**src/rtl/icsp_pkg.sv**
```systemverilog
// Shared constants for the PIC24 ICSP host sequencer: command codes, entry key
// and sequencer states.
package icsp_pkg;

  typedef enum logic [1:0] {
    OP_ENTER  = 2'd0,
    OP_SIX    = 2'd1,
    OP_REGOUT = 2'd2,
    OP_EXIT   = 2'd3
  } op_e;

  localparam logic [31:0] ICSP_KEY   = 32'h4D43_4851;
  localparam logic [3:0]  CMD_SIX    = 4'b0000;
  localparam logic [3:0]  CMD_REGOUT = 4'b0001;

  typedef enum logic [3:0] {
    ST_IDLE      = 4'd0,
    ST_MCLR_LO   = 4'd1,
    ST_KEY       = 4'd2,
    ST_MCLR_WAIT = 4'd3,
    ST_SHIFT_CMD = 4'd4,
    ST_SHIFT_OUT = 4'd5,
    ST_TURN      = 4'd6,
    ST_SHIFT_IN  = 4'd7,
    ST_EXIT_LO   = 4'd8,
    ST_FIN       = 4'd9
  } state_e;

endpackage

```
**src/rtl/icsp_bitclk.sv**
```systemverilog
// PGC bit-clock: each bit is CLKDIV clk cycles low then CLKDIV high; the ticks
// mark the clk edge on which PGC rises or falls.
module icsp_bitclk #(
  parameter int CLKDIV = 4
) (
  input  logic clk,
  input  logic rstn,
  input  logic en,
  output logic pgc,
  output logic rise,
  output logic fall
);
  localparam logic [8:0] HALF_M1 = 9'(CLKDIV - 1);
  localparam logic [8:0] FULL_M1 = 9'(2 * CLKDIV - 1);

  logic [8:0] cnt_r;
  logic       pgc_r;

  assign rise = en && (cnt_r == HALF_M1);
  assign fall = en && (cnt_r == FULL_M1);
  assign pgc  = pgc_r;

  // Phase counter restarts at every bit boundary; PGC parks low when idle.
  always_ff @(posedge clk or negedge rstn) begin
    if (!rstn) begin
      cnt_r <= 9'd0;
      pgc_r <= 1'b0;
    end else if (!en) begin
      cnt_r <= 9'd0;
      pgc_r <= 1'b0;
    end else begin
      if (fall) cnt_r <= 9'd0;
      else      cnt_r <= cnt_r + 9'd1;
      if (rise)      pgc_r <= 1'b1;
      else if (fall) pgc_r <= 1'b0;
      else           pgc_r <= pgc_r;
    end
  end

endmodule

```
**src/rtl/pic24_icsp_seq.sv**
```systemverilog
// PIC24 ICSP host sequencer: runs ENTER, SIX, REGOUT and EXIT commands on the
// PGC/PGD/MCLR pins of a target device.
module pic24_icsp_seq #(
  parameter int CLKDIV = 4,
  parameter int DLY    = 1000
) (
  input  logic        clk,
  input  logic        rstn,
  input  logic        start,
  input  logic [1:0]  op,
  input  logic [23:0] instr,
  output logic        busy,
  output logic        done,
  output logic        err,
  output logic [15:0] dout,
  output logic        dvalid,
  output logic        PGCx,
  output logic        PGDx_out,
  input  logic        PGDx_in,
  output logic        PGDx_dir,
  output logic        MCLRn
);
  import icsp_pkg::*;

  localparam logic [16:0] DLY_M1  = 17'(DLY - 1);
  localparam logic [16:0] DLY2_M1 = 17'(2 * DLY - 1);

  state_e      state_r, state_s;
  op_e         op_r, op_s;
  logic [4:0]  bit_r, bit_s;
  logic [16:0] dly_r, dly_s;
  logic [23:0] instr_r, instr_s;
  logic [15:0] sh_r, sh_s, dout_r, dout_s;
  logic        rej_r, rej_s, entered_r, entered_s;
  logic        pgd_r, pgd_s, dir_r, dir_s, mclrn_r, mclrn_s;
  logic        busy_r, busy_s, done_r, done_s, err_r, err_s, dvalid_r, dvalid_s;
  logic        en_s, rise_s, fall_s, pgc_s;
  logic [3:0]  cmd_s;

  // A rejected command passes through SHIFT_CMD for one cycle without clocking.
  assign en_s  = (state_r inside {ST_KEY, ST_SHIFT_OUT, ST_TURN, ST_SHIFT_IN}) ||
                 ((state_r == ST_SHIFT_CMD) && !rej_r);
  assign cmd_s = (op_r == OP_REGOUT) ? CMD_REGOUT : CMD_SIX;

  icsp_bitclk #(.CLKDIV(CLKDIV)) u_bitclk (
    .clk  (clk),
    .rstn (rstn),
    .en   (en_s),
    .pgc  (pgc_s),
    .rise (rise_s),
    .fall (fall_s)
  );

  // Next-state, datapath and registered-output decode.
  always_comb begin
    state_s   = state_r;
    op_s      = op_r;
    bit_s     = bit_r;
    dly_s     = dly_r;
    instr_s   = instr_r;
    sh_s      = sh_r;
    dout_s    = dout_r;
    rej_s     = rej_r;
    entered_s = entered_r;
    pgd_s     = pgd_r;
    mclrn_s   = mclrn_r;
    dvalid_s  = 1'b0;
    case (state_r)
      ST_IDLE, ST_FIN: begin
        if (start) begin
          op_s    = op_e'(op);
          instr_s = instr;
          bit_s   = 5'd0;
          dly_s   = 17'd0;
          rej_s   = 1'b0;
          case (op_e'(op))
            OP_ENTER: begin
              state_s = ST_MCLR_LO;
              mclrn_s = 1'b0;
            end
            OP_EXIT: begin
              state_s = ST_EXIT_LO;
              mclrn_s = 1'b0;
            end
            default: begin
              state_s = ST_SHIFT_CMD;
              rej_s   = !entered_r;
            end
          endcase
        end else begin
          state_s = ST_IDLE;
        end
      end
      ST_MCLR_LO: begin
        if (dly_r == DLY_M1) begin
          state_s = ST_KEY;
          dly_s   = 17'd0;
        end else begin
          dly_s = dly_r + 17'd1;
        end
      end
      ST_KEY: begin
        if (rise_s) pgd_s = ICSP_KEY[5'd31 - bit_r];
        else        pgd_s = pgd_r;
        if (fall_s && (bit_r == 5'd31)) begin
          state_s = ST_MCLR_WAIT;
          bit_s   = 5'd0;
        end else if (fall_s) begin
          bit_s = bit_r + 5'd1;
        end else begin
          bit_s = bit_r;
        end
      end
      ST_MCLR_WAIT: begin
        // First DLY cycles hold MCLR low, the next DLY let the target settle.
        if (dly_r == DLY_M1) mclrn_s = 1'b1;
        else                 mclrn_s = mclrn_r;
        if (dly_r == DLY2_M1) begin
          state_s   = ST_FIN;
          entered_s = 1'b1;
        end else begin
          dly_s = dly_r + 17'd1;
        end
      end
      ST_SHIFT_CMD: begin
        if (rej_r) begin
          state_s = ST_FIN;
        end else begin
          if (rise_s) pgd_s = cmd_s[bit_r[1:0]];
          else        pgd_s = pgd_r;
          if (fall_s && (bit_r == 5'd3)) begin
            bit_s   = 5'd0;
            state_s = (op_r == OP_REGOUT) ? ST_TURN : ST_SHIFT_OUT;
          end else if (fall_s) begin
            bit_s = bit_r + 5'd1;
          end else begin
            bit_s = bit_r;
          end
        end
      end
      ST_SHIFT_OUT: begin
        if (rise_s) pgd_s = instr_r[bit_r];
        else        pgd_s = pgd_r;
        if (fall_s && (bit_r == 5'd23)) begin
          state_s = ST_FIN;
          bit_s   = 5'd0;
        end else if (fall_s) begin
          bit_s = bit_r + 5'd1;
        end else begin
          bit_s = bit_r;
        end
      end
      ST_TURN: begin
        if (fall_s && (bit_r == 5'd7)) begin
          state_s = ST_SHIFT_IN;
          bit_s   = 5'd0;
        end else if (fall_s) begin
          bit_s = bit_r + 5'd1;
        end else begin
          bit_s = bit_r;
        end
      end
      ST_SHIFT_IN: begin
        if (fall_s) begin
          sh_s  = {PGDx_in, sh_r[15:1]};
          bit_s = bit_r + 5'd1;
          if (bit_r == 5'd15) begin
            state_s  = ST_FIN;
            bit_s    = 5'd0;
            dout_s   = {PGDx_in, sh_r[15:1]};
            dvalid_s = 1'b1;
          end else begin
            dvalid_s = 1'b0;
          end
        end else begin
          sh_s = sh_r;
        end
      end
      ST_EXIT_LO: begin
        if (dly_r == DLY_M1) begin
          state_s   = ST_FIN;
          mclrn_s   = 1'b1;
          entered_s = 1'b0;
        end else begin
          dly_s = dly_r + 17'd1;
        end
      end
      default: state_s = ST_IDLE;
    endcase

    busy_s = !(state_s inside {ST_IDLE, ST_FIN});
    done_s = (state_s == ST_FIN);
    err_s  = (state_s == ST_FIN) && rej_s;
    dir_s  = (state_s inside {ST_KEY, ST_SHIFT_OUT}) ||
             ((state_s == ST_SHIFT_CMD) && !rej_s);
  end

  // State and output registers; reset aborts any command in flight.
  always_ff @(posedge clk or negedge rstn) begin
    if (!rstn) begin
      state_r   <= ST_IDLE;
      op_r      <= OP_ENTER;
      bit_r     <= 5'd0;
      dly_r     <= 17'd0;
      instr_r   <= 24'd0;
      sh_r      <= 16'd0;
      dout_r    <= 16'd0;
      rej_r     <= 1'b0;
      entered_r <= 1'b0;
      pgd_r     <= 1'b0;
      dir_r     <= 1'b0;
      mclrn_r   <= 1'b1;
      busy_r    <= 1'b0;
      done_r    <= 1'b0;
      err_r     <= 1'b0;
      dvalid_r  <= 1'b0;
    end else begin
      state_r   <= state_s;
      op_r      <= op_s;
      bit_r     <= bit_s;
      dly_r     <= dly_s;
      instr_r   <= instr_s;
      sh_r      <= sh_s;
      dout_r    <= dout_s;
      rej_r     <= rej_s;
      entered_r <= entered_s;
      pgd_r     <= pgd_s;
      dir_r     <= dir_s;
      mclrn_r   <= mclrn_s;
      busy_r    <= busy_s;
      done_r    <= done_s;
      err_r     <= err_s;
      dvalid_r  <= dvalid_s;
    end
  end

  assign busy     = busy_r;
  assign done     = done_r;
  assign err      = err_r;
  assign dout     = dout_r;
  assign dvalid   = dvalid_r;
  assign PGCx     = pgc_s;
  assign PGDx_out = pgd_r;
  assign PGDx_dir = dir_r;
  assign MCLRn    = mclrn_r;

endmodule

```
**config.mk**
```make
export PLATFORM = sky130hd
export DESIGN_NAME = pic24_icsp_seq
export DESIGN_NICKNAME = d
export VERILOG_FILES = /design/src/rtl/icsp_pkg.sv /design/src/rtl/icsp_bitclk.sv /design/src/rtl/pic24_icsp_seq.sv
export SDC_FILE = /design/constraint.sdc
export NUM_CORES = 1
export LEC_CHECK = 0
export ABC_AREA = 1
export CAP_MARGIN = 20
export CORE_MARGIN = 2
export CORE_UTILIZATION = 50
export CTS_BUF_LIST = sky130_fd_sc_hd__clkbuf_4 sky130_fd_sc_hd__clkbuf_8 sky130_fd_sc_hd__clkbuf_16
export DETAILED_ROUTE_END_ITERATION = 6
export GPL_TIMING_DRIVEN = 0
export PLACE_DENSITY = 0.7
export SYNTH_ARGS = -nofsm -noshare
export SYNTH_HDL_FRONTEND = slang
export SYNTH_HIERARCHICAL = 1
export SYNTH_SLANG_ARGS = --single-unit
```
**constraint.sdc**
```tcl
create_clock -name clk -period 3.1 [get_ports clk]
set_input_delay 0.93 -clock clk [delete_from_list [all_inputs] [get_ports clk]]
set_output_delay 0.93 -clock clk [all_outputs]
set_load 0.01 [all_outputs]
```
After elaboration in Yosys (flattened, before gate mapping)
Memory sizes are Yosys's and may differ from the RTL's.
Index checks and enable logic that the tools add are counted.

storage, ports and cells
  register bits = 103
  bits in read-only memories = 32
  input port bits = 30
  output and inout port bits = 24
  word-level logic and storage cells = 158
  memories kept = 1

memory list
  name              words  width  rd ports  clocked after memory_dff  wr ports  line                   RTL
  (name not given)  32     1      1         0                         0         pic24_icsp_seq.sv:103  if (rise_s) pgd_s = ICSP_KEY[5'd31 - bit_r];

operators by class
  add/sub/neg operators = 4
  order comparisons = 3
  eq/ne operators = 37
  multiplexer cells = 58
  reduce and logical (&&, ||, !) cells = 37

operators by type and width
  cell                                                                     count
  17-bit 2-to-1 mux                                                        4
  17-bit case mux with 4 select lines                                      1
  5-bit 2-to-1 mux                                                         9
  4-bit 2-to-1 mux                                                         11
  4-bit case mux with 9 select lines                                       1
  5-bit case mux with 6 select lines                                       1
  4-bit by 3-bit equality test with 1-bit output, second input constant    6
  1-bit 2-to-1 mux                                                         22
  2-bit != test, second input constant                                     11
  9-bit 2-to-1 mux                                                         2
  17-bit by 1-bit adder with 17-bit output, second input constant          1
  17-bit by 10-bit equality test with 1-bit output, second input constant  1
  17-bit by 11-bit equality test with 1-bit output, second input constant  1
  4-bit by 2-bit equality test with 1-bit output, second input constant    3
  4-bit equality test, second input constant                               3
  5-bit by 6-bit < comparator with 1-bit output, second input constant     2
  4-bit AND reduction                                                      3
  5-bit equality test, second input constant                               2
  9-bit by 1-bit adder with 9-bit output, second input constant            1
  9-bit by 2-bit equality test with 1-bit output, second input constant    1
  9-bit by 3-bit equality test with 1-bit output, second input constant    1
  1-bit logical AND                                                        9
  4-bit zero test                                                          2
  4-bit case mux with 2 select lines                                       1
  other kinds (26)                                                         40

Depth between registers and ports, before layout
Gate-level depths: netlist of run 1.

  word-level depth = 11
  depth in mapped cells = 21
  depth with buffers taken out = 20

Cells and area by module
Netlist of run 1, hierarchy kept.

modules (own cells, without submodules)
  module          times used  cells an instance  area each (µm²)  seq. area each (µm²)
  pic24_icsp_seq  1           658                5134.9           2303.5
  icsp_bitclk     1           75                 555.5            250.2

Worst setup path before layout of run 1
Ideal clock, no wire load.

  path kind = register -> register
  start = register state_r[3]
  end = register busy_r (netlist: busy)
  setup time = 0.116 ns
  arrival = 2.422 ns
  data required time = 2.984 ns
  setup slack = 0.562 ns
  stages on the path, launching flop included = 19
  buffers on the path = 0
  clock period less this slack = 2.538 ns
  cells stage by stage = dfrtp_1 > inv_1 > nand2_2 > nor2_2 > inv_1 > nor2_1 > inv_1 > nand2_1 > nand3_1 > nor3_1 > inv_1 > nor3_1 > nand2_1 > nand2_1 > nand4_1 > inv_1 > nand2_1 > nor2_1 > nor2_2

on the way
  longest elaborated chain between the ends = 11

RTL lines
  element                                                                       line                                        RTL
  start: declaration                                                            pic24_icsp_seq.sv:28                        state_e state_r, state_s;
  start signal: assignment                                                      pic24_icsp_seq.sv:218                       state_r <= state_s;
  4-bit by 2-bit equality test with 1-bit output, or another cell as far along  pic24_icsp_seq.sv:41                        assign en_s = (state_r inside {ST_KEY, ST_SHIFT_OUT, ST_TURN, ST_SHIFT_IN}) ||
  4-bit nonzero test / 1-bit logical AND (equally long branches)                pic24_icsp_seq.sv:41, pic24_icsp_seq.sv:42
  1-bit logical OR (*)                                                          pic24_icsp_seq.sv:41
  named net en_s                                                                pic24_icsp_seq.sv:37                        logic en_s, rise_s, fall_s, pgc_s;
  1-bit logical AND (*)                                                         icsp_bitclk.sv:20                           assign fall = en && (cnt_r == FULL_M1);
  named net fall_s                                                              pic24_icsp_seq.sv:37
  1-bit logical AND                                                             pic24_icsp_seq.sv:131                       if (fall_s && (bit_r == 5'd3)) begin
  4-bit 2-to-1 mux                                                              pic24_icsp_seq.sv:131
  4-bit 2-to-1 mux                                                              pic24_icsp_seq.sv:126                       if (rej_r) begin
  4-bit case mux with 9 select lines (*)                                        pic24_icsp_seq.sv:68                        case (state_r)
  named net state_s[2]                                                          pic24_icsp_seq.sv:28
  4-bit equality test / 4-bit zero test (equally long branches)                 pic24_icsp_seq.sv:191                       busy_s = !(state_s inside {ST_IDLE, ST_FIN});
  2-bit nonzero test (*)                                                        pic24_icsp_seq.sv:191
  1-bit zero test (*)                                                           pic24_icsp_seq.sv:191
  named net busy_s                                                              pic24_icsp_seq.sv:36                        logic busy_r, busy_s, done_r, done_s, err_r, err_s, dvalid_r, dvalid_s;
  end signal: assignment                                                        pic24_icsp_seq.sv:230                       busy_r <= busy_s;
  end: declaration                                                              pic24_icsp_seq.sv:36

The timed path passes the listed nets; every way through them passes the cells marked *.
A chain may end at the register's enable or synchronous reset.

Worst setup path after layout of run 1
  start = register state_r[3]
  end = register bit_r[2]

on the way
  longest elaborated chain between the ends = 8

RTL lines
  element                                                                       line                                        RTL
  4-bit by 2-bit equality test with 1-bit output, or another cell as far along  pic24_icsp_seq.sv:41
  4-bit nonzero test / 1-bit logical AND (equally long branches)                pic24_icsp_seq.sv:41, pic24_icsp_seq.sv:42
  1-bit logical OR (*)                                                          pic24_icsp_seq.sv:41
  named net en_s                                                                pic24_icsp_seq.sv:37
  1-bit logical AND (*)                                                         icsp_bitclk.sv:20
  named net fall_s                                                              pic24_icsp_seq.sv:37
  5-bit 2-to-1 mux / 1-bit logical AND (equally long branches)                  -
  5-bit 2-to-1 mux                                                              pic24_icsp_seq.sv:131
  5-bit 2-to-1 mux                                                              pic24_icsp_seq.sv:126
  5-bit case mux with 6 select lines                                            pic24_icsp_seq.sv:68
  end signal: assignment                                                        pic24_icsp_seq.sv:220                       bit_r <= bit_s;
  end: declaration                                                              pic24_icsp_seq.sv:30                        logic [4:0] bit_r, bit_s;

The timed path passes the listed nets; every way through them passes the cells marked *. The select of a mux whose other input is x is not followed.

==> reports/metrics.yaml, run 1 <==
clock_network:
  cts-buffers-inserted: 9
  cts_tree: "done"
  clk_latency_ns: 0.35
  post_cts_buffers: 0
  htree_levels: 3
  clock_path_buffers: 2
  clk_pin_slew_ns: 0.08
  cts-root-buf: "clkbuf_16"
  cts_sinks: 102
setup_path:
  r2r_start: "state_r[3]$_DFF_PN0_"
  worstPathRequired_ns: 3.35
  regToRegSetupSlack_ns: 0.22
  endpoint_kind: "flip-flop"
  start_kind: "flip-flop"
  startpoint: "state_r[3]$_DFF_PN0_"
  timing.rr.end: "bit_r[2]$_DFFE_PN0P_"
  cp_max_fo: 5
  path_class: "flip-flop to flip-flop"
  rr_worst_depth: 18
  crit_arrival_ns: 3.13
drt:
  dr_total_vias: 4993
  wl_mm: 13.13
  drc: 0
  drtAntennaViolNets: 0
  wl_per_cell_um: 13.93
  firstDrtPassIters: 5
  avgViaCountPerCell: 5.295
  drt_iter0_markers: 394
finish:
  area_delta_synth_final_pct: 18.82
  nFillCells: 966
  utilization: 0.6156
  fin_nets: 839
  final_cells: 943
  diodes: 0
  regArea_sq_mm: 0.002554
  multi_input_area_sq_mm: 0.002638
  drive_above_1_share: 0.1046
sta:
  report.final.slew_viol_count: 0
  skew_ns: 0.008092
  fmax_mhz: 346.9
  finalWorstSetupSlack_ns: 0.2170
  period_share: 0.9300
  finalHoldViolCount: 0
  timing_worst_slew_pin_value_ns: 0.6551
  slew_headroom: 0.5633
  setup_viol: 0
  fin_crit_ns: 2.883
synthesis:
  yosysUniqueCellTypes: 44
  yosysTopAreaCellShare: 0.4442
  yosysWarningCount: 6
  syn-num-nets: 774
  avgSynthCellArea_sq_um: 7.763
  synth_cells: 733
  ys_ff_latch: 102
  yosysSeqAreaShare: 0.4488
  synth_top_area_cell: "dfrtp_1"
  netlist_area_sq_mm: 0.005690
  synthTopCellsByArea: "dfrtp_1 (44%), nand2_1 (12%), o21ai_0 (6.2%)"
die:
  fp.dieW_um: 110.7
  core-area_sq_mm: 0.01098
  rows: 38
  ioPinCount: 54
  dieArea_sq_mm: 0.01225
  start_util: 0.5181
  die_h_um: 110.7
placed_design:
  placedCellCount: 927
  gp_congestion: 0.9067
  dp.final_hpwl_mm: 9.520
  io_buffers: 53
  dpl_worst_slack_ns: -0.05364
min_path:
  whs_endpoint: "u_bitclk/cnt_r[0]$_DFF_PN0_"
  hp-class: "flip-flop to flip-flop"
  min_path_cells: 1
  worstHoldStart: "u_bitclk/cnt_r[0]$_DFF_PN0_"
power_and_ir_drop:
  p_per_area_mw_per_mm2: 638.3
  ir_worst_vdd_uv: 467.2
  p_leak_nw: 3.176
global_route:
  grt_use_total: 0.2239
  grt_pass1_vias: 4912
  antenna_found_initial: 0
  grt_pass1_wl_mm: 22.80
  grt_max_degree: 55
  gr-total-overflow: 0
run_status:
  status: "finished clean"
job:
  max-cap-violations: 0
==> cell families after synthesis <==
group | after synthesis | share of synthesized area
fa+ha+maj | 11 | 0.02419
flops | 102 | 0.4488
simple gates | 362 | 0.2885
xor+xnor | 18 | 0.02770
compound gates | 111 | 0.1106
buf+inv | 125 | 0.09235
mux | 4 | 0.007915
==> synth_stat cells (all sizes together) <==
cell / n
a22oi: 3
nor2: 65
o22ai: 1
nand3: 60
a31oi: 1
nand2: 201
o21bai: 2
clkinv: 1
nor3b: 1
nand4: 13
clkbuf: 13
o21a: 1
a21oi: 15
nand3b: 6
a21o: 3
ha: 11
dfrtp: 101
a32o: 1
buf: 10
inv: 101
o211ai: 4
dfstp: 1
nor4: 2
mux2: 4
xnor2: 2
o21ai: 80
and2: 1
xor2: 16
nor3: 13
==> worst max-delay path: stages, from the launching register on <==
cell and delay, ns:
dfrtp_1 0.44, inv_1 0.11, nand2_2 0.12, nor2_4 0.18, inv_1 0.07, nor2_1 0.14
inv_1 0.09, nand2_2 0.13, nand3_1 0.16, nor3_4 0.20, inv_1 0.15, nor3_2 0.19
nand2_1 0.07, nand2_1 0.08, nand4_1 0.24, o21ai_0 0.18, nand2_1 0.09, nand3_1 0.08
nand2_1 0.05
==> cell type report <==
cell class / count / share of cell area
well taps: 140 / 0.02591
clock buffers: 9 / 0.03331
multi-input cells: 506 / 0.3901
repair buffers: 54 / 0.08216
flip-flops and latches: 102 / 0.3777
inverters: 102 / 0.05736
plain buffers: 23 / 0.02036
clock inverters: 7 / 0.01314
==> flip-flops by register name, summed over array words and instances (netlist names), 2 cells and up <==
name            count
dout               16
state_r             4
op_r                2
instr_r            24
u_bitclk/cnt_r      9
dly_r              17
sh_r               15
bit_r               5
==> stage by stage <==
step                      area [sq um]  hold slack, ns  setup TNS, ns  power [W]
after global placement            6396          0.4487        -279.57   0.003098
after global routing              6761          0.5111       -0.03171   0.004593
after floorplan                   5690          0.4306              0   0.002718
final                             6761          0.4816              0   0.004316
after detailed placement          6421          0.4676        -0.1287   0.003133
after CTS                         6740          0.4884              0   0.004345
==> report_power, final <==
part           internal, W  switching (W)  total, W
logic             0.000512       0.000944   0.00146
registers          0.00157       0.000100   0.00167
clock network     0.000646       0.000547   0.00119
==> metal layers <==
| metal | track usage | up-vias | share of wire |
|---|---|---|---|
| li1 | - | 2472 | - |
| met1 | 0.3100 | 2363 | 0.48 |
| met2 | 0.3493 | 138 | 0.46 |
| met3 | 0.05905 | 20 | 0.046 |
| met4 | 0.06333 | 0 | 0.014 |
| met5 | 0 | - | 0 |
==> cells in the final DEF (no fill, tap or decap), drive strengths merged <==
| cell type | n |
|---|---|
| o21bai | 2 |
| nor3b | 1 |
| dfstp | 1 |
| o22ai | 1 |
| nor4 | 2 |
| a22oi | 3 |
| clkdlybuf4s50 | 52 |
| mux2 | 4 |
| nor3 | 13 |
| a21o | 3 |
| inv | 105 |
| nand4 | 13 |
| xor2 | 16 |
| nand3 | 60 |
| buf | 12 |
| nand2 | 201 |
| xnor2 | 2 |
| a21oi | 15 |
| and2 | 1 |
| a32o | 1 |
| nor2 | 65 |
| o21a | 1 |
| nand3b | 6 |
| dfrtp | 101 |
| ha | 11 |
| o211ai | 4 |
| clkbuf | 22 |
| a31oi | 1 |
| o21ai | 80 |
| bufinv | 1 |
| clkinv | 3 |
==> how the worst max path moves through the flow <==
stage | end | slack (ns) | depth (start not counted)
3_5_place_dp | bit_r[2]$_DFFE_PN0P_ | -0.05 | 18
4_1_cts | bit_r[2]$_DFFE_PN0P_ | 0.05 | 18
2_1_floorplan | busy$_DFF_PN0_ | 0.56 | 18
5_1_grt | bit_r[4]$_DFFE_PN0P_ | -0.02 | 18
6_report | bit_r[2]$_DFFE_PN0P_ | 0.22 | 18
3_3_place_gp | sh_r[14]$_DFFE_PN0P_ | -2.76 | 1
==> repair_timing <==
action	CTS	global route
pin swaps	0	2
setup endpoints to repair	8	33
hold buffers	0	0
gates resized for setup	1	6
No activity file was read; power rests on OpenSTA's default activity.
==> run 2, diff against run 1 <==
--- a/config.mk
+++ b/config.mk
@@ -12,7 +12,7 @@
 export CTS_BUF_LIST = sky130_fd_sc_hd__clkbuf_4 sky130_fd_sc_hd__clkbuf_8 sky130_fd_sc_hd__clkbuf_16
 export DETAILED_ROUTE_END_ITERATION = 6
 export GPL_TIMING_DRIVEN = 0
-export PLACE_DENSITY = 0.7
+export PLACE_DENSITY = 0.71
 export SYNTH_ARGS = -nofsm -noshare
 export SYNTH_HDL_FRONTEND = slang
 export SYNTH_HIERARCHICAL = 1
==> run 2 against run 1 <==
Against the previous run: sequential share of layout area rose by 0.17 points; sequential power barely moved; clock skew fell by 0.0015 ns; setup slack improved by 0.077 ns; register-to-register slack improved by 0.08 ns; largest power group unchanged.
==> reports/metrics.yaml, run 2 (synthesis results as in run 1) <==
finish:
  layout_common_cells: "nand2_1 (187), dfrtp_1 (101), inv_1 (93)"
  fin_nets: 839  # unchanged
  fin_area_sq_mm: 0.006731  # -0.44%
  drive_above_1_share: 0.1046  # unchanged
  area_delta_synth_final_pct: 18.29
  largest_reg_flops: 24  # unchanged
  final_common_cell: "nand2_1"
  final_cells: 943  # unchanged
  diodes: 0  # unchanged
  nFillCells: 1014  # +5.0%
  top_register: "instr_r"
sta:
  report.final.slew_viol_count: 0  # unchanged
  period_share: 0.9050  # -0.02499
  skew_ns: 0.006547  # -0.001545 ns
  timing_worst_slew_pin_value_ns: 0.6440  # -0.01112 ns
  fin_crit_ns: 2.806  # -0.07747 ns
  slew_headroom: 0.5707  # +0.007412
  finalSetupTns_ns: 0  # unchanged
  setup_viol: 0  # unchanged
  fmax_mhz: 356.4  # +2.8%
  finalHoldViolCount: 0  # unchanged
  rsz0062_at_grt: "false"
  finalWorstSetupSlack_ns: 0.2945  # +0.07747 ns
die:
  start_util: 0.5181  # unchanged
  rows: 38  # unchanged
  core-area_sq_mm: 0.01098  # unchanged
  dieArea_sq_mm: 0.01225  # unchanged
  die_h_um: 110.7  # unchanged
  fp.dieW_um: 110.7  # unchanged
  ioPinCount: 54  # unchanged
drt:
  drtAntennaViolNets: 0  # unchanged
  drc: 0  # unchanged
  routed.top_layer: "met4"
  dr_total_vias: 4948  # -0.90%
  met3_length_um: 603  # +0.17%
  drt_iter0_markers: 324  # -18%
  wl_per_cell_um: 13.85  # -0.56%
  met2_wirelength_mm: 5.971  # -0.13%
  met1_length_mm: 6.298  # -1.0%
  wl_mm: 13.06  # -0.56%
  avgViaCountPerCell: 5.247  # -0.90%
  firstDrtPassIters: 7  # +2
setup_path:
  path_class: "flip-flop to flip-flop"
  worstPathRequired_ns: 3.35  # about the same
  crit_arrival_ns: 3.06  # -0.07 ns
  start_kind: "flip-flop"
  endpoint_kind: "flip-flop"
  cp_max_fo: 6  # +1
power_and_ir_drop:
  power.share.switching: 0.3713  # +0.002687
  p_int_w: 0.002651  # -2.7%
  ir_worst_vdd_uv: 496.2  # +6.2%
  p_clk_frac: 0.260  # -0.016
  power_frac_comb: 0.344  # +0.007
  p_per_area_mw_per_mm2: 626.4  # -1.9%
  pwr-share-seq: 0.396  # +0.010
  p_leak_nw: 3.161  # -0.47%
  p_switching_w: 0.001565  # -1.6%
  power.total_w: 0.004216  # -2.3%
clock_network:
  clk_pin_slew_ns: 0.07  # about the same
  cts_sinks: 102  # unchanged
  htree_levels: 3  # unchanged
  cts-buffers-inserted: 9  # unchanged
  clk_latency_ns: 0.36  # about the same
  cts-hold-fix-buffers: 0  # unchanged
  clock_path_buffers: 2  # unchanged
  cts-root-buf: "clkbuf_16"
  cts_tree: "done"
global_route:
  grt_use_total: 0.2255  # +0.001564
  grt_max_degree: 55  # unchanged
  gr-total-overflow: 0  # unchanged
  antenna_found_initial: 0  # unchanged
  grt_pass1_vias: 4936  # +0.49%
  grt_pass1_wl_mm: 23.05  # +1.1%
placed_design:
  io_buffers: 53  # unchanged
  gp_congestion: 0.9130  # +0.69%
  dpl_worst_slack_ns: -0.02867  # +0.02497 ns
  dp.final_hpwl_mm: 9.543  # +0.24%
  placedCellCount: 927  # unchanged
  dpl_cell_area_sq_mm: 0.006421  # unchanged
run_status:
  status: "finished clean"
min_path:
  hp-class: "flip-flop to flip-flop"
job:
  max-cap-violations: 0  # unchanged
## run 2: power groups by stage
stage          combinational [W]  clock (W)  sequential [W]
6_report                 0.00145    0.00109         0.00167
3_5_place_dp             0.00144          0         0.00170
4_1_cts                  0.00145    0.00112         0.00167
2_1_floorplan            0.00104          0         0.00168
3_3_place_gp             0.00141          0         0.00169
5_1_grt                  0.00164    0.00117         0.00169
## run 2: per-stage QoR
stage          hold WS [ns]    util
3_5_place_dp         0.4513  0.5846
6_report             0.4598  0.6129
2_1_floorplan        0.4306       -
3_3_place_gp         0.4466  0.5824
4_1_cts              0.4608  0.6108
5_1_grt              0.4832  0.6129
## run 2: layout make-up
cell class	instances	area, sq um	area share
Inverter	102	387.9	0.05762
Clock buffer	11	240.2	0.03569
Tap cell	140	175.2	0.02602
Multi-Input combinational cell	506	2638	0.3918
Clock inverter	5	42.54	0.006320
Buffer	23	138.9	0.02063
Timing Repair Buffer	54	555.5	0.08253
Sequential cell	102	2554	0.3794
## run 2: critical path, cell delays in order (launching register included)
cell	delay, ns
dfrtp_1	0.41
inv_1	0.17
nand2_1	0.12
nor2_4	0.14
inv_1	0.07
nor2_1	0.13
inv_1	0.08
nand2_2	0.13
nand3_1	0.17
nor3_4	0.20
inv_1	0.14
nor2_2	0.15
nand4_1	0.12
nand3_1	0.10
nand2_1	0.06
nor2_1	0.21
nand3_1	0.10
nor2_1	0.14
nor2_2	0.04
## run 2: metal layers
metal,GRT usage,vias to the layer above
met4,0.05917,0
met5,0,-
li1,-,2468
met2,0.3562,118
met3,0.05522,18
met1,0.3129,2344
## run 2: final timing paths
check | start | end | slack, ns | depth (start not counted)
min reg2reg | u_bitclk/cnt_r[0]$_DFF_PN0_ | u_bitclk/cnt_r[0]$_DFF_PN0_ | 0.46 | 1
min | u_bitclk/cnt_r[0]$_DFF_PN0_ | u_bitclk/cnt_r[0]$_DFF_PN0_ | 0.46 | 1
max reg2reg | state_r[1]$_DFF_PN0_ | busy$_DFF_PN0_ | 0.29 | 18
min in group asynchronous | rstn | instr_r[3]$_DFFE_PN0P_ | 0.59 | 1
max | state_r[1]$_DFF_PN0_ | busy$_DFF_PN0_ | 0.29 | 18
max in group asynchronous | rstn | MCLRn$_DFFE_PN1P_ | 1.79 | 2
## run 2: timing repair
item	in CTS	in global routing
buffers inserted	0	0
pin swaps	0	1
setup endpoints to repair	7	25
cloned	0	0
gates resized for setup	1	7
==> run 3, diff against run 2 <==
--- a/config.mk
+++ b/config.mk
@@ -10,9 +10,10 @@
 export CORE_MARGIN = 2
 export CORE_UTILIZATION = 50
 export CTS_BUF_LIST = sky130_fd_sc_hd__clkbuf_4 sky130_fd_sc_hd__clkbuf_8 sky130_fd_sc_hd__clkbuf_16
+export CTS_CLUSTER_DIAMETER = 30
 export DETAILED_ROUTE_END_ITERATION = 6
 export GPL_TIMING_DRIVEN = 0
-export PLACE_DENSITY = 0.71
+export PLACE_DENSITY = 0.69
 export SYNTH_ARGS = -nofsm -noshare
 export SYNTH_HDL_FRONTEND = slang
 export SYNTH_HIERARCHICAL = 1
==> run 3 against run 2 <==
Against the previous run: cell count is the same; flip-flop and latch count is the same; combinational power is essentially flat; final area grew 0.19%; register-to-register slack lost 0.05 ns; setup slack lost 0.047 ns; largest power group unchanged; non-clock buffer count is the same; clock power grew 5%; first-iteration DRC count shrank 14%.
==> reports/metrics.yaml, run 3 (synthesis results as in run 1) <==
finish:
  diodes: 0  # unchanged
  drive_above_1_share: 0.1059  # +0.001245
  fin_nets: 839  # unchanged
  final_cells: 943  # unchanged
  layout_common_cells: "nand2_1 (187), dfrtp_1 (101), inv_1 (92)"
  regArea_sq_mm: 0.002554  # unchanged
  nFillCells: 981  # -3.3%
  final_common_cell: "nand2_1"
  multi_input_area_sq_mm: 0.002638  # unchanged
  area_delta_synth_final_pct: 18.51
  largest_reg_flops: 24  # unchanged
  top_register: "instr_r"
setup_path:
  cp_max_fo: 5  # -1
  start_kind: "flip-flop"
  crit_path_max_incr_delay_ns: 0.45  # +0.04 ns
  worstPathRequired_ns: 3.35  # about the same
  path_cells: "inv_1, nand2_2, nor2_4, inv_1, nor2_1, inv_1, nand2_2, nand3_1, nor3_4, inv_1, nor3_2, nand2_1, nand2_1, nand4_1, o211ai_1, nand2_1, nand2_1, nand2_1"
  path_class: "flip-flop to flip-flop"
  cp_common_cell: "nand2_1"
  crit_arrival_ns: 3.10  # +0.04 ns
  endpoint_kind: "flip-flop"
  crit_buf_inv: 4  # unchanged
  crit_family: "simple AND/OR/NAND/NOR gates"
  cp_slowest_cell: "dfrtp_1"
die:
  ioPinCount: 54  # unchanged
  start_util: 0.5181  # unchanged
  rows: 38  # unchanged
  core-area_sq_mm: 0.01098  # unchanged
  die_h_um: 110.7  # unchanged
  fp.dieW_um: 110.7  # unchanged
  dieArea_sq_mm: 0.01225  # unchanged
min_path:
  hp-class: "flip-flop to flip-flop"
power_and_ir_drop:
  p_per_area_mw_per_mm2: 632.0  # +0.90%
  p_int_w: 0.002674  # +0.88%
  power_frac_comb: 0.342  # -0.002
  power.share.switching: 0.3726  # +0.001303
  p_leak_nw: 3.174  # +0.41%
  ir_worst_vdd_uv: 517.9  # +4.4%
  p_switching_w: 0.001588  # +1.4%
  pwr-share-seq: 0.392  # -0.004
  power.total_w: 0.004262  # +1.1%
  p_clk_frac: 0.267  # +0.007
placed_design:
  dp.final_hpwl_mm: 9.615  # +0.75%
  placedCellCount: 927  # unchanged
  dpl_worst_slack_ns: -0.02923  # -0.0005624 ns
  io_buffers: 53  # unchanged
  gp_congestion: 0.9143  # +0.14%
global_route:
  grt_use_total: 0.2265  # +0.001030
  gr-total-overflow: 0  # unchanged
  antenna_found_initial: 0  # unchanged
  grt_pass1_vias: 5028  # +1.9%
  grt_pass1_wl_mm: 23.07  # about the same
  grt_max_degree: 62  # +13%
drt:
  firstDrtPassIters: 5  # -2
  dr_total_vias: 4993  # +0.91%
  wl_per_cell_um: 13.91  # +0.42%
  drt_iter0_markers: 280  # -14%
  drtAntennaViolNets: 0  # unchanged
  drc: 0  # unchanged
  wl_mm: 13.12  # +0.42%
  avgViaCountPerCell: 5.295  # +0.91%
job:
  max-cap-violations: 0  # unchanged
clock_network:
  cts-root-buf: "clkbuf_16"
  cts_tree: "done"
  clk_latency_ns: 0.36  # about the same
  cts-hold-fix-buffers: 0  # unchanged
  clk_pin_slew_ns: 0.07  # about the same
  post_cts_buffers: 0  # unchanged
  cts-buffers-inserted: 9  # unchanged
  cts_sinks: 102  # unchanged
  clock_path_buffers: 2  # unchanged
  htree_levels: 3  # unchanged
sta:
  skew_ns: 0.007735  # +0.001188 ns
  finalHoldViolCount: 0  # unchanged
  fin_crit_ns: 2.852  # +0.04662 ns
  rsz0062_at_grt: "false"
  whs_ns: 0.4727  # +0.01295 ns
  setup_viol: 0  # unchanged
  finalSetupTns_ns: 0  # unchanged
  report.final.slew_viol_count: 0  # unchanged
  slew_headroom: 0.5941  # +0.02340
  finalWorstSetupSlack_ns: 0.2479  # -0.04662 ns
  fmax_mhz: 350.6  # -1.6%
  timing_worst_slew_pin_value_ns: 0.6033  # -0.04067 ns
  period_share: 0.9200  # +0.01504
run_status:
  status: "finished clean"
## run 3: cell types whose count changed in the layout (fill, tap and decap cells not counted)
cell        before  now
inv_2            7    8
clkinv_4         2    1
clkinvlp_4       1    0
inv_8            0    2
clkbuf_4         2    1
inv_1           93   92
clkbuf_8         0    1
## run 3: layer usage
layer	global-route usage	wire length (um)	up-vias	share of wire
met1	0.3074	6218	2371	0.47
met3	0.05139	573	21	0.044
met4	0.07250	172	0	0.013
li1	-	-	2474	-
met2	0.3624	6150	127	0.47
met5	0	0	-	0
## run 3: stage by stage
step / area [sq um] / utilization
after floorplan: 5690 / -
after global placement: 6396 / 0.5824
after detailed placement: 6421 / 0.5846
after CTS: 6721 / 0.6120
after global routing: 6744 / 0.6140
final: 6744 / 0.6140
## run 3: final timing paths
check,from,end,slack (ns),cells past startpoint
max in group asynchronous,rstn,MCLRn$_DFFE_PN1P_,1.84,2
setup reg to reg,state_r[3]$_DFF_PN0_,bit_r[4]$_DFFE_PN0P_,0.25,18
setup / recovery,state_r[3]$_DFF_PN0_,bit_r[4]$_DFFE_PN0P_,0.25,18
min in group asynchronous,rstn,instr_r[9]$_DFFE_PN0P_,0.55,1
hold / removal,u_bitclk/cnt_r[0]$_DFF_PN0_,u_bitclk/cnt_r[0]$_DFF_PN0_,0.47,1
hold reg to reg,u_bitclk/cnt_r[0]$_DFF_PN0_,u_bitclk/cnt_r[0]$_DFF_PN0_,0.47,1
## run 3: timing repair
action,CTS,global route
endpoints found under the setup margin,6,40
pin swaps,0,1
gates resized for setup,1,8
## run 3: power groups by stage
| stage | clock network [W] | logic, W | registers [W] |
|---|---|---|---|
| after detailed placement | 0 | 0.00144 | 0.00170 |
| after floorplan | 0 | 0.00104 | 0.00168 |
| after global placement | 0 | 0.00141 | 0.00169 |
| after CTS | 0.00118 | 0.00145 | 0.00167 |
| final | 0.00114 | 0.00146 | 0.00167 |
| after global routing | 0.00122 | 0.00163 | 0.00169 |
## run 3: layout make-up
| class | count | area share |
|---|---|---|
| inverter | 102 | 0.05751 |
| multi-input combinational | 506 | 0.3911 |
| clock buffer | 11 | 0.03655 |
| clock inverter | 5 | 0.007236 |
| sequential | 102 | 0.3787 |
| buffer | 23 | 0.02059 |
| tap | 140 | 0.02597 |
| timing repair buffer | 54 | 0.08237 |
